## src/rtl/mem_rotate_walker.sv

```systemverilog
// mem_rotate_walker
//
// Memory-walk rotate engine. It reads NWORDS words, starting at BASE_ADDR
// and spaced STRIDE bytes apart. Each word is rotated and written back to
// the same address. The whole walk is repeated PASSES times, then done rises.
//
// Optional feature: define CHECKSUM_EN to add a `checksum` output. It holds
// the XOR of every word written during the current run.
//
// Ports:
//   clk       rising-edge clock
//   rst       synchronous active-high reset
//   start     one-cycle pulse; starts a run from IDLE or DONE
//   rot_left  1 = rotate left, 0 = rotate right (captured on accepted start)
//   rot_amt   rotate amount (captured on accepted start)
//   addr      registered memory byte address
//   rd_en     read request, held until rd_valid
//   rd_data   read data, valid with rd_valid
//   rd_valid  read completion; may coincide with the first rd_en cycle
//   wr_en     write strobe, one cycle per word
//   wr_data   registered rotated word
//   busy      high while reading or writing
//   done      high once all passes have completed
//   checksum  (CHECKSUM_EN only) running XOR of written words

module mem_rotate_walker #(
    parameter int          DATA_W    = 32,
    parameter int          ADDR_W    = 32,
    parameter int unsigned BASE_ADDR = 0,
    parameter int unsigned STRIDE    = 4,
    parameter int          NWORDS    = 5,
    parameter int          PASSES    = 40
) (
    input  logic                      clk,
    input  logic                      rst,
    input  logic                      start,
    input  logic                      rot_left,
    input  logic [$clog2(DATA_W)-1:0] rot_amt,
    output logic [ADDR_W-1:0]         addr,
    output logic                      rd_en,
    input  logic [DATA_W-1:0]         rd_data,
    input  logic                      rd_valid,
    output logic                      wr_en,
    output logic [DATA_W-1:0]         wr_data,
    output logic                      busy,
    output logic                      done
`ifdef CHECKSUM_EN
    ,
    output logic [DATA_W-1:0]         checksum
`endif
);

    localparam int AMT_W  = $clog2(DATA_W);
    localparam int WCNT_W = $clog2(NWORDS + 1);
    localparam int PCNT_W = $clog2(PASSES + 1);

    localparam logic [ADDR_W-1:0] BASE      = ADDR_W'(BASE_ADDR);
    localparam logic [ADDR_W-1:0] STEP      = ADDR_W'(STRIDE);
    localparam logic [WCNT_W-1:0] LAST_WORD = WCNT_W'(NWORDS - 1);
    localparam logic [PCNT_W-1:0] LAST_PASS = PCNT_W'(PASSES - 1);

    typedef enum logic [1:0] {
        S_IDLE,
        S_RD,
        S_WR,
        S_DONE
    } state_t;

    state_t            state;
    state_t            state_next;
    logic [WCNT_W-1:0] word_cnt;
    logic [PCNT_W-1:0] pass_cnt;
    logic              rot_left_q;
    logic [AMT_W-1:0]  rot_amt_q;
    logic              last_word;
    logic              last_pass;

    // Rotating a doubled copy of the word gives a wrap-around rotate for any
    // amount, including zero, without any special cases.
    function automatic logic [DATA_W-1:0] rotate(
        input logic [DATA_W-1:0] x,
        input logic              left,
        input logic [AMT_W-1:0]  amt
    );
        logic [2*DATA_W-1:0] dbl;
        logic [DATA_W-1:0]   res;
        dbl = {x, x};
        if (left) begin
            dbl = dbl << amt;
            res = dbl[2*DATA_W-1:DATA_W];
        end else begin
            dbl = dbl >> amt;
            res = dbl[DATA_W-1:0];
        end
        return res;
    endfunction

    assign last_word = (word_cnt == LAST_WORD);
    assign last_pass = (pass_cnt == LAST_PASS);

    always_ff @(posedge clk) begin
        if (rst) begin
            state <= S_IDLE;
        end else begin
            state <= state_next;
        end
    end

    always_comb begin
        state_next = state;
        case (state)
            S_IDLE:  if (start) state_next = S_RD;
            S_RD:    if (rd_valid) state_next = S_WR;
            S_WR:    state_next = (last_word && last_pass) ? S_DONE : S_RD;
            S_DONE:  if (start) state_next = S_RD;
            default: state_next = S_IDLE;
        endcase
    end

    // Datapath: the rotate settings are captured on start, so later changes
    // to rot_* do not affect a run in progress. The address wraps to BASE at
    // the end of every pass, which also leaves it at BASE in DONE.
    always_ff @(posedge clk) begin
        if (rst) begin
            addr       <= BASE;
            wr_data    <= '0;
            word_cnt   <= '0;
            pass_cnt   <= '0;
            rot_left_q <= 1'b0;
            rot_amt_q  <= '0;
        end else begin
            case (state)
                S_IDLE, S_DONE: begin
                    if (start) begin
                        addr       <= BASE;
                        word_cnt   <= '0;
                        pass_cnt   <= '0;
                        rot_left_q <= rot_left;
                        rot_amt_q  <= rot_amt;
                    end
                end
                S_RD: begin
                    if (rd_valid) begin
                        wr_data <= rotate(rd_data, rot_left_q, rot_amt_q);
                    end
                end
                S_WR: begin
                    if (last_word) begin
                        addr     <= BASE;
                        word_cnt <= '0;
                        pass_cnt <= pass_cnt + 1'b1;
                    end else begin
                        addr     <= addr + STEP;
                        word_cnt <= word_cnt + 1'b1;
                    end
                end
                default: ;
            endcase
        end
    end

`ifdef CHECKSUM_EN
    // XOR of every word written since the last accepted start.
    always_ff @(posedge clk) begin
        if (rst) begin
            checksum <= '0;
        end else if ((state == S_IDLE || state == S_DONE) && start) begin
            checksum <= '0;
        end else if (state == S_WR) begin
            checksum <= checksum ^ wr_data;
        end
    end
`endif

    assign rd_en = (state == S_RD);
    assign wr_en = (state == S_WR);
    assign busy  = (state == S_RD) || (state == S_WR);
    assign done  = (state == S_DONE);

endmodule

```

## config.mk

```make
export PLATFORM = sky130hd
export DESIGN_NAME = mem_rotate_walker
export DESIGN_NICKNAME = d
export VERILOG_FILES = /design/src/rtl/mem_rotate_walker.sv
export SDC_FILE = /design/constraint.sdc
export NUM_CORES = 1
export LEC_CHECK = 0
export CAP_MARGIN = 0
export CORE_UTILIZATION = 60
export CTS_CLUSTER_DIAMETER = 30
export DETAILED_ROUTE_END_ITERATION = 16
export GPL_TIMING_DRIVEN = 0
export PLACE_DENSITY = 0.86
export SLEW_MARGIN = 40
export SYNTH_ARGS = -nofsm -noshare
export SYNTH_HDL_FRONTEND = slang
export SYNTH_SLANG_ARGS = --single-unit
```

## constraint.sdc

```tcl
create_clock -name clk -period 4.4 [get_ports clk]
set_clock_uncertainty 0.2 [all_clocks]
set_input_delay 0.66 -clock clk [delete_from_list [all_inputs] [get_ports clk]]
set_output_delay 0.66 -clock clk [all_outputs]
set_load 0.05 [all_outputs]
```

==> metrics.yaml <==
grt_pass1_vias: 7569
syn_area_mm2: 0.00722
finalHoldViolations: 0
core-area_mm2: 0.0116
antenna_found_initial: 0
setup.worst_path.start_class: "primary input"
arrival_ps: 3400
via_count: 7968
synthArstFlopShare: 0
row_count: 39
fin_tns_setup_ps: 0
portBuffers: 106
finalSetupViolations: 0
root_buffer: "clkbuf_16"
ys_seq_area_frac: 0.219
pin_count: 110
peakVddDrop_v: 0.000531
dp_hpwl_mm: 21.3
crit_fanout: 10
ys.flop_type: "dfxtp_1"
slowest_stage: "nor2_1"
ant_nets: 0
p_switching_uw: 2070
ys_seq_elements: 79
synthXorXnorAreaFrac: 0.0231
synth_top_family_by_area: "multiplexers"
path_class: "primary input to flop"
clk_pin_slew_ps: 70
postRouteWirelength_mm: 28.8
drive_gt1_frac: 0.206
fin_util: 0.758
synth_edf_count: 0
viasPerCell: 7.65
synthAdderAreaFrac: 0.0139
cpMostUsedCell: "clkbuf_1"
power_density_mw_per_mm2: 490
clock_latency_ps: 350
p_sw_frac: 0.482
netlist_instances: 775
critical-path-top-delay-family: "buffers and inverters"
max_freq_mhz: 294
relSlewSlack: 0.435
final_nets: 943
crit_buf_inv: 3
finalCriticalPeriod_ps: 3400
finalCritPeriodShare: 0.773
rsz0062_at_grt: "no"
routabilityCongestion: 1.06
cts_resized: 0
gr-total-overflow: 0
cts_made_buffers: 9
cts_tree: "yes"
dr.pass1.iters: 13
critical_path_required_ps: 4400
hold_path_class: "flop to flop"
p_clk_frac: 0.185
drc: 4
worst-slew-pin-transition_ps: 848
synth-compound-area-share: 0.156
htree_levels: 3
slowest_delay_ps: 620
fp.dieH_um: 112
synth-simple-area-share: 0.174
violations: "DRC"
synth_cell_types: 70
cp_cell_sequence: "clkdlybuf4s50_1 -> nand3_1 -> nor2_1 -> clkbuf_1 -> clkbuf_1 -> a211oi_1"
drv_slew: 0
grt_usage: 0.467
max-cap-violations: 0
synth_mux_area_frac: 0.353
p_int_uw: 2230
area_delta_synth_final_pct: 21.5
die_area_mm2: 0.0125
clockBufferDepth: 2
routedWlPerCell_um: 27.7
synth_area_per_cell_um2: 9.31
p_comb_frac: 0.609
p_leak_uw: 0.00295
diodes: 0
first_iter_violations: 1566
yosysWarnings: 0
critPathCaptureType: "flop"
seqPwrFrac: 0.206
grt_pass1_wl_mm: 44.1
postCtsHoldBufs: 0
die_x_um: 112
cts_setup_buffers: 0
clock-sinks: 79
status: "finished with violations"
grt_max_degree: 15
start_util: 0.624
==> power by group through the flow <==
stage,logic [uW],clock network [uW],registers (uW)
2_1_floorplan,1450,0,1150
3_3_place_gp,2450,0,892
3_5_place_dp,2480,0,896
4_1_cts,2510,783,880
5_1_grt,2690,814,893
6_report,2620,793,886
==> flip-flops by register name, summed over array words and instances, names as in the netlist <==
signal      flops
addr           30
state           2
word_cnt        3
rot_left_q      1
wr_data        32
rot_amt_q       5
pass_cnt        6
==> placed cells by master, fill, tap and decap left out, types with 7 or more instances in the layout <==
cell type and instances:
nor3_1 10, nand3_1 25, inv_1 13, o22ai_1 8, a211oi_1 24, mux4_2 62, a32o_1 14, xor2_1 9
mux2i_1 41, buf_2 14, ha_1 8, clkbuf_16 9, xnor2_1 10, a221oi_1 7, o221ai_1 21, dfxtp_1 79
o21ai_0 28, or4_1 9, nand2_1 72, clkdlybuf4s50_1 106, nor2_1 106, a21oi_1 22, clkbuf_1 36, nand4_1 7
mux2_2 61
==> synthesized netlist by cell type, types with 3 or more instances <==
cell type	instances	area, um^2
a211oi_1	24	180
a21oi_1	22	110
a221oi_1	7	61.3
a22o_1	4	35.0
a22oi_1	4	30.0
a32o_1	14	140
and3_1	5	31.3
and3_2	3	22.5
buf_2	14	70.1
buf_4	6	45.0
buf_6	4	45.0
clkbuf_1	36	135
clkbuf_8	3	41.3
dfxtp_1	79	1580
ha_1	8	100
inv_1	13	48.8
mux2_2	61	687
mux2i_1	41	410
mux4_2	62	1400
nand2_1	72	270
nand3_1	25	125
nand4_1	7	43.8
nor2_1	106	398
nor3_1	10	50.1
nor4_1	4	25.0
o211ai_1	5	37.5
o21ai_0	28	140
o221ai_1	21	184
o22ai_1	8	50.1
o31ai_1	3	22.5
or3_1	4	25.0
or4_1	9	67.6
xnor2_1	10	87.6
xor2_1	9	78.8
==> per-stage QoR <==
step	total power (uW)	setup slack (ps)	cell area [um^2]	hold WS [ps]	std cells
detailed placement	3380	875	8460	283	1025
global placement	3340	884	8460	261	1025
floorplan	2600	1710	7220	267	776
global route	4400	1010	8770	312	1041
CTS	4170	1140	8770	296	1041
finish	4300	1000	8770	293	1041
==> layer usage <==
| metal | share of wire | vias up | GRT usage | routed length, um |
|---|---|---|---|---|
| met3 | 0.14 | 140 | 0.140 | 4100 |
| met5 | 0 | - | 0 | 0 |
| met1 | 0.37 | 3785 | 0.608 | 10500 |
| met2 | 0.44 | 802 | 0.710 | 12700 |
| met4 | 0.050 | 0 | 0.220 | 1450 |
| li1 | - | 3241 | - | - |
==> logic make-up after synthesis <==
logic type	Yosys count
simple gates	266
fa+ha+maj	8
buf+inv	80
flops	79
xor+xnor	19
mux	166
compound gates	156
other cells	1
==> worst min-delay path: stages (launching register included) <==
cell	delay (ps)
dfxtp_1	330
inv_1	50
o21bai_1	60
==> area by class of cell <==
type | instances | area (um^2)
Inverter | 13 | 48.8
Clock buffer | 10 | 239
Tap cell | 143 | 179
Clock inverter | 6 | 68.8
Fill cell | 809 | 2800
Buffer | 67 | 384
Multi-Input combinational cell | 617 | 5200
Timing Repair Buffer | 106 | 1060
Sequential cell | 79 | 1580
==> path summary, 6_finish.rpt <==
check,start,end,slack [ps],cells after the start
hold reg to reg,addr[31],addr[31],290,2
setup / recovery,rd_valid,wr_data[15],1000,6
setup reg to reg,rot_amt_q[4],wr_data[15],1070,6
hold / removal,addr[31],addr[31],290,2
No activity file was read; power rests on OpenSTA's default activity.
